`config.mk`:
```
export PLATFORM = sky130hd
export DESIGN_NAME = mp1000_ioctl_upload
export DESIGN_NICKNAME = d
export VERILOG_FILES = /design/src/rtl/mp1000_pkg.sv /design/src/rtl/mp1000_ioctl_upload.sv
export SDC_FILE = /design/constraint.sdc
export NUM_CORES = 1
export LEC_CHECK = 0
export ABC_CLOCK_PERIOD_IN_PS = 3200
export CORE_MARGIN = 2
export CORE_UTILIZATION = 39
export CTS_CLUSTER_SIZE = 16
export DETAILED_ROUTE_END_ITERATION = 12
export PLACE_DENSITY = 0.84
export SLEW_MARGIN = 20
export SYNTH_ARGS = -nofsm -noshare
export SYNTH_HDL_FRONTEND = slang
export SYNTH_SLANG_ARGS = --single-unit
```
`constraint.sdc`:
```
create_clock -name clk_sys -period 3.2 [get_ports clk_sys]
set_clock_uncertainty 0.2 [all_clocks]
set_input_delay 0.96 -clock clk_sys [delete_from_list [all_inputs] [get_ports clk_sys]]
set_output_delay 0.96 -clock clk_sys [all_outputs]
set_load 0.01 [all_outputs]
```
`src/rtl/mp1000_pkg.sv`:
```
// Shared MP1000 definitions: upload FSM states, ioctl index and RAM address width.
package mp1000_pkg;

    typedef enum logic [1:0] {
        IDLE  = 2'd0,
        ARM   = 2'd1,
        REQ   = 2'd2,
        FETCH = 2'd3
    } upload_state_t;

    localparam logic [7:0]  MP1000_IDX_UPLOAD = 8'h02;
    localparam int unsigned MP1000_RAM_AW     = 16;

endpackage

```
`src/rtl/mp1000_ioctl_upload.sv`:
```
// MiSTer ioctl upload server: reads system RAM through dpram port A and
// returns bytes on ioctl_din, stalling the HPS with ioctl_wait meanwhile.
//
// Ports:
//   clk_sys, reset              system clock, synchronous active-high reset
//   ioctl_upload/index/rd/addr  HPS upload session, read strobe and offset
//   ioctl_din, ioctl_wait       returned byte, HPS hold-off
//   ram_req/ram_gnt             port-A arbitration handshake
//   ram_ad, ram_q               port-A address and read data
//   err_overrun                 sticky: read strobe arrived while busy
//   upload_sum                  session checksum of delivered bytes
//
// Build option: define MP1000_UPLOAD_CHECKSUM_EN to build the checksum
// adder; otherwise upload_sum reads 8'h00.
module mp1000_ioctl_upload
    import mp1000_pkg::*;
#(
    parameter logic [7:0]  UPLOAD_INDEX = MP1000_IDX_UPLOAD,
    parameter logic [15:0] BASE_ADDR    = 16'h0000,
    parameter logic [16:0] SIZE         = 17'h10000,
    parameter int unsigned RAM_LATENCY  = 1
) (
    input  logic                     clk_sys,
    input  logic                     reset,
    input  logic                     ioctl_upload,
    input  logic [7:0]               ioctl_index,
    input  logic                     ioctl_rd,
    input  logic [24:0]              ioctl_addr,
    output logic [7:0]               ioctl_din,
    output logic                     ioctl_wait,
    output logic                     ram_req,
    input  logic                     ram_gnt,
    output logic [MP1000_RAM_AW-1:0] ram_ad,
    input  logic [7:0]               ram_q,
    output logic                     err_overrun,
    output logic [7:0]               upload_sum
);

    localparam int unsigned CNT_W = 2;

    upload_state_t              state_q, state_d;
    logic [CNT_W-1:0]           cnt_q, cnt_d;
    logic [7:0]                 din_q, din_d;
    logic                       wait_q, wait_d;
    logic                       req_q, req_d;
    logic [MP1000_RAM_AW-1:0]   ad_q, ad_d;
    logic                       ovr_q, ovr_d;
    logic                       deliver;
    logic                       sum_clr;
    logic                       in_range;

    // Range check spans the full 25-bit offset, not just the RAM-sized part.
    assign in_range = (ioctl_addr < 25'(SIZE));

    // State and registered outputs.
    always_ff @(posedge clk_sys) begin
        if (reset) begin
            state_q <= IDLE;
            cnt_q   <= '0;
            din_q   <= 8'h00;
            wait_q  <= 1'b0;
            req_q   <= 1'b0;
            ad_q    <= '0;
            ovr_q   <= 1'b0;
        end else begin
            state_q <= state_d;
            cnt_q   <= cnt_d;
            din_q   <= din_d;
            wait_q  <= wait_d;
            req_q   <= req_d;
            ad_q    <= ad_d;
            ovr_q   <= ovr_d;
        end
    end

    // Next state and next output values.
    always_comb begin
        state_d = state_q;
        cnt_d   = cnt_q;
        din_d   = din_q;
        ad_d    = ad_q;
        ovr_d   = ovr_q;
        deliver = 1'b0;
        sum_clr = 1'b0;

        if (!ioctl_upload) begin
            // Session drop discards any in-flight read; din keeps its value.
            state_d = IDLE;
            cnt_d   = '0;
        end else begin
            unique case (state_q)
                IDLE: begin
                    if (ioctl_index == UPLOAD_INDEX) begin
                        state_d = ARM;
                        ovr_d   = 1'b0;
                        sum_clr = 1'b1;
                    end
                end
                ARM: begin
                    if (ioctl_rd) begin
                        if (in_range) begin
                            ad_d    = BASE_ADDR + ioctl_addr[15:0];
                            state_d = REQ;
                        end else begin
                            din_d   = 8'hFF;
                            deliver = 1'b1;
                        end
                    end
                end
                REQ: begin
                    if (ioctl_rd) ovr_d = 1'b1;
                    if (ram_gnt) begin
                        state_d = FETCH;
                        cnt_d   = CNT_W'(RAM_LATENCY);
                    end
                end
                FETCH: begin
                    if (ioctl_rd) ovr_d = 1'b1;
                    // Data is captured on the edge where the counter hits zero.
                    if (cnt_q <= CNT_W'(1)) begin
                        cnt_d   = '0;
                        din_d   = ram_q;
                        deliver = 1'b1;
                        state_d = ARM;
                    end else begin
                        cnt_d = cnt_q - CNT_W'(1);
                    end
                end
                default: state_d = IDLE;
            endcase
        end

        // Handshake outputs follow the next state so they are registered.
        wait_d = (state_d == REQ) || (state_d == FETCH);
        req_d  = (state_d == REQ);
    end

    assign ioctl_din   = din_q;
    assign ioctl_wait  = wait_q;
    assign ram_req     = req_q;
    assign ram_ad      = ad_q;
    assign err_overrun = ovr_q;

`ifdef MP1000_UPLOAD_CHECKSUM_EN
    logic [7:0] sum_q;

    // Modulo-256 sum of every byte delivered this session, fills included.
    always_ff @(posedge clk_sys) begin
        if (reset) begin
            sum_q <= 8'h00;
        end else if (sum_clr) begin
            sum_q <= 8'h00;
        end else if (deliver) begin
            sum_q <= sum_q + din_d;
        end
    end

    assign upload_sum = sum_q;
`else
    logic unused_sum;
    assign unused_sum = &{1'b0, deliver, sum_clr};
    assign upload_sum = 8'h00;
`endif

endmodule

```
# After elaboration in Yosys (flattened, before gate mapping)
# Cells that the tools add are included.
# word_totals
ram_bits	0
register_bits	31
n_memories	0
latch_bits	0
inputBits	46
romBits	0
wordCells	51
# classes
addsub	1
magnitude_cmp	2
bitwise	1
n_div	0
muxes	17
n_mul	0
shift	0
reduce_logical	11
eq_ne	12
# ops
cell	count
$lt A25 B17 Y1 const B	1
$mux W8	3
$mux W2	8
$pmux W8 S2	1
$ne A2 B2 Y1 const B	5
$eq A2 B2 Y1 const B	4
$eq A8 B2 Y1 const B	1
$pmux W2 S4	1
$reduce_and A4 Y1	2
$reduce_bool A2 Y1	3
$reduce_and A5 Y1	1
$pmux W2 S2	1
$reduce_or A2 Y1	2
$eq A2 B1 Y1 const B	1
$le A2 B1 Y1 const B	1
$logic_not A2 Y1	1
$mux W1	2
$ne A2 B1 Y1 const B	1
$pmux W1 S2	1
$reduce_and A2 Y1	1
$sub A2 B1 Y2 const B	1
$logic_or A1 B1 Y1	1
$not A1 Y1	1

# Longest topological paths before layout
# depth
ltp_word	7
ltp_mapped	5

# Worst setup path before layout
# OpenSTA, ideal clock, no wires.
# synth_timing
kind	in2reg
from	in ioctl_addr[23]
to	reg ad_q[10] (netlist: ram_ad[10])
t_arrival_ps	2545
cell_stages	5
path_buffers	2
path_slack_ps	384
setup_ps	72
cell_sequence	or4_4 buf_6 nor4_4 buf_6 mux2i_1
# synth_between
elab_chain_cells	2
# synth_rtl
item	line_no	source
from (decl)	mp1000_ioctl_upload.sv:28	input logic [24:0] ioctl_addr,
$lt A25 B17 Y1	mp1000_ioctl_upload.sv:53	assign in_range = (ioctl_addr < 25'(SIZE));
$reduce_and A4 Y1 (no line)	-	
to (signal assigned)	mp1000_ioctl_upload.sv:63	ad_q <= '0;
to (signal assigned)	mp1000_ioctl_upload.sv:71	ad_q <= ad_d;
to (decl)	mp1000_ioctl_upload.sv:46	logic [MP1000_RAM_AW-1:0] ad_q, ad_d;
# No other way between the ends.
# A chain may end at the register's enable or synchronous reset.

# Worst setup path in the final report
# layout_timing
from	in ioctl_addr[23]
to	reg req_q (netlist: ram_req)
# layout_between
elab_chain_cells	6
# layout_rtl
item	line_no	source
$lt A25 B17 Y1	mp1000_ioctl_upload.sv:53	
$mux W2	mp1000_ioctl_upload.sv:101	if (in_range) begin
$mux W2	mp1000_ioctl_upload.sv:100	if (ioctl_rd) begin
$pmux W2 S4	mp1000_ioctl_upload.sv:91	unique case (state_q)
$mux W2	mp1000_ioctl_upload.sv:86	if (!ioctl_upload) begin
$eq A2 B2 Y1	mp1000_ioctl_upload.sv:135	req_d = (state_d == REQ);
to (signal assigned)	mp1000_ioctl_upload.sv:70	req_q <= req_d;
to (decl)	mp1000_ioctl_upload.sv:45	logic req_q, req_d;
# No other way between the ends.

==> results.md <==
- Cell area power density: 342 mW/mm^2
- Unique masters post-synth: 32
- Detailed Routing Iterations Pass 1: 4
- Post-route cell area: 0.00238 mm^2
- Outcome: complete, no violations
- Synth Flop Type: dfxtp_1
- Die X: 66.7 um
- Max Clk Rate: 0.366 GHz
- Vias: 1452
- Met1 WL: 1.55 mm
- Placed insts: 282
- Syn Inst Count: 167
- GRT Util Overall: 18.3%
- Placement Cell Area: 0.00228 mm^2
- Setup violators final: 0
- Port bufs: 72
- Top Layer Used: met4
- Sequential area share after synthesis: 40.5%
- Routed WL per cell: 13.2 um
- Maximum vdd drop: 225 uV
- CTS Sinks: 31
- TritonCTS clock tree: yes
- Share of cells above drive strength 1: 6.61%
- Yosys warnings: 0
- WP data arrival: 2.74 ns
- Worst path buffer plus inverter count: 1
- Gp weighted congestion: 0.755
- Initial antenna violation count: 0
- Filler cells: 343
- GRT overflow: 0
- Crit path kind: input port to flop
- Io pins: 81
- Sequential cell area: 621 um^2
- Final nets: 287
- CTS clock-pin slew for the worst setup and hold paths: 0.07 ns
- Post-synth EDFFs: 0
- Later-pin clock latency in the skew report: 0.28 ns
- Post-CTS resize count: 0
- Hold bufs inserted after CTS: 0
- Area of the multi-input gates: 782 um^2
- Fin Setup TNS: 0 ns
- Syn Area/Cell: 9.17 um^2
- CTS buffer count: 5
- Startpoint class of the critical path: input port
- Final period util: 85.5%
- Max-cap violation count: 0
- Layout area overhead: 55.6%
- Final slew viol count: 0
- Crit-path cells: clkdlybuf4s50_1, or4_4, or4_1, a211oi_1
- Initial Utilization: 41.2%
- First DRT Iteration DRCs: 44
- Ant. Diodes: 0
- Largest buffer count on any clock path: 2
- Row cnt: 22
- Slew @ Worst Pin: 0.545 ns
- DRT antenna net count: 0
- H-Tree Depth: 2
- Final hold vios: 0
- CP peak stage delay: 0.58 ns
- Synthesized flop and latch total: 31
- Die area: 0.00444 mm^2
- Post-DP HPWL: 2.89 mm
- Final wirelength: 3.84 mm
- Residual DRC count: 0
- Met2 wire length: 1.97 mm
- Crit-path max FO: 4
- Core Area: 0.00372 mm^2
- Vias per inst: 5.01
- Largest net degree at the start of global routing: 22
- Clk Tree Root Cell: clkbuf_8
- Mapped Area: 0.00153 mm^2
- Min Clock Period, post-route: 2.74 ns
- Leakage: 0.820 nW
- First-pass GRT wire length: 6.11 mm
- Hold Worst Slack: 0.270 ns
- CP required: 3.20 ns
- DR WL met3: 258 um
- Postcts setup bufs: 0
- Chip height: 66.7 um
- Crit path capture type: flop
- RSZ-0062 raised after global routing: no
- Slew HR: 63.5%
- Vias in the first global route: 1372
- CP delay by family, top: simple AND/OR/NAND/NOR gates
- Hold/Removal Path Class: flop to flop
- Asr flop ratio synth: 0%
- Layout Cells excl Fill: 290
- Crit-path slowest cell: or4_1
kinds of logic (layout without fill, tap and decap cells):
logic type	count (synthesis)	in the layout	synth area share [%]
compound gates	20	20	9.56
buf+inv	29	97	10.1
flops	31	31	40.5
mux	16	16	10.5
other cells	1	8	0.245
simple gates	70	70	29.1
sequential cells by signal, indices dropped and copies added, names as in the netlist:
name	count
state_q	2
ram_req	1
err_overrun	1
ram_ad	16
ioctl_wait	1
ioctl_din	8
cnt_q	2
worst register-to-register path, stage by stage (launching register included):
cell	delay (ns)
dfxtp_1	0.51
or3b_1	0.48
or4_1	0.56
a211oi_1	0.22
stage by stage:
step                util [%]  worst slack [ns]  power [W]
floorplan                  -             0.384   0.000428
global placement        61.4             0.199   0.000482
detailed placement      61.4             0.170   0.000484
CTS                     64.1             0.461   0.000824
global route            64.1             0.419   0.000847
finish                  64.1             0.465   0.000814
layout by cell type (no fill, tap or decap), types with 2 or more instances in the layout:
master	n
clkdlybuf4s50_1	72
nand2b_1	34
dfxtp_1	31
mux2i_1	16
inv_1	11
nor4_1	9
nor2_1	9
a2111oi_0	8
conb_1	8
clkbuf_8	7
buf_4	5
nor2b_1	4
nand2_1	3
o21ai_0	3
a21oi_1	3
or4_1	2
final timing paths:
path,from,end,slack (ns),depth (start not counted)
worst max-delay path,ioctl_addr[23],ram_req,0.46,4
worst min-delay path,ram_ad[13],ram_ad[13],0.27,2
worst max register to register,state_q[0],ram_req,1.15,3
worst min register to register,ram_ad[13],ram_ad[13],0.27,2
cells in the mapped netlist, types with 2 or more instances:
master / number / share of area, %
mux2i_1: 16 / 10
inv_1: 11 / 2.7
nand2b_1: 34 / 14
a2111oi_0: 8 / 4.6
nor2_1: 9 / 2.2
buf_4: 8 / 3.9
nand2_1: 3 / 0.74
dfxtp_1: 31 / 41
o21ai_0: 3 / 0.98
a21oi_1: 3 / 0.98
nor4_1: 9 / 3.7
clkbuf_1: 7 / 1.7
or4_1: 2 / 0.98
nor2b_1: 4 / 1.6
buf_6: 2 / 1.5
layer usage:
| metal | vias up | GRT usage, % |
|---|---|---|
| met3 | 6 | 6.08 |
| met4 | 0 | 6.89 |
| met1 | 681 | 20.1 |
| li1 | 712 | - |
| met2 | 53 | 32.5 |
| met5 | - | 0 |
cell type report:
| class | instances | area share [%] |
|---|---|---|
| clock buffer | 8 | 4.20 |
| inverter | 11 | 1.73 |
| multi-input combinational | 114 | 32.8 |
| sequential | 31 | 26.1 |
| tap | 48 | 2.52 |
| timing repair buffer | 78 | 32.7 |
power by group:
group	switching (W)	internal (W)
clock	0.000143	0.000196
sequential	0.0000000885	0.000386
combinational	0.0000276	0.0000613
Power figures use the tool's default switching activity.
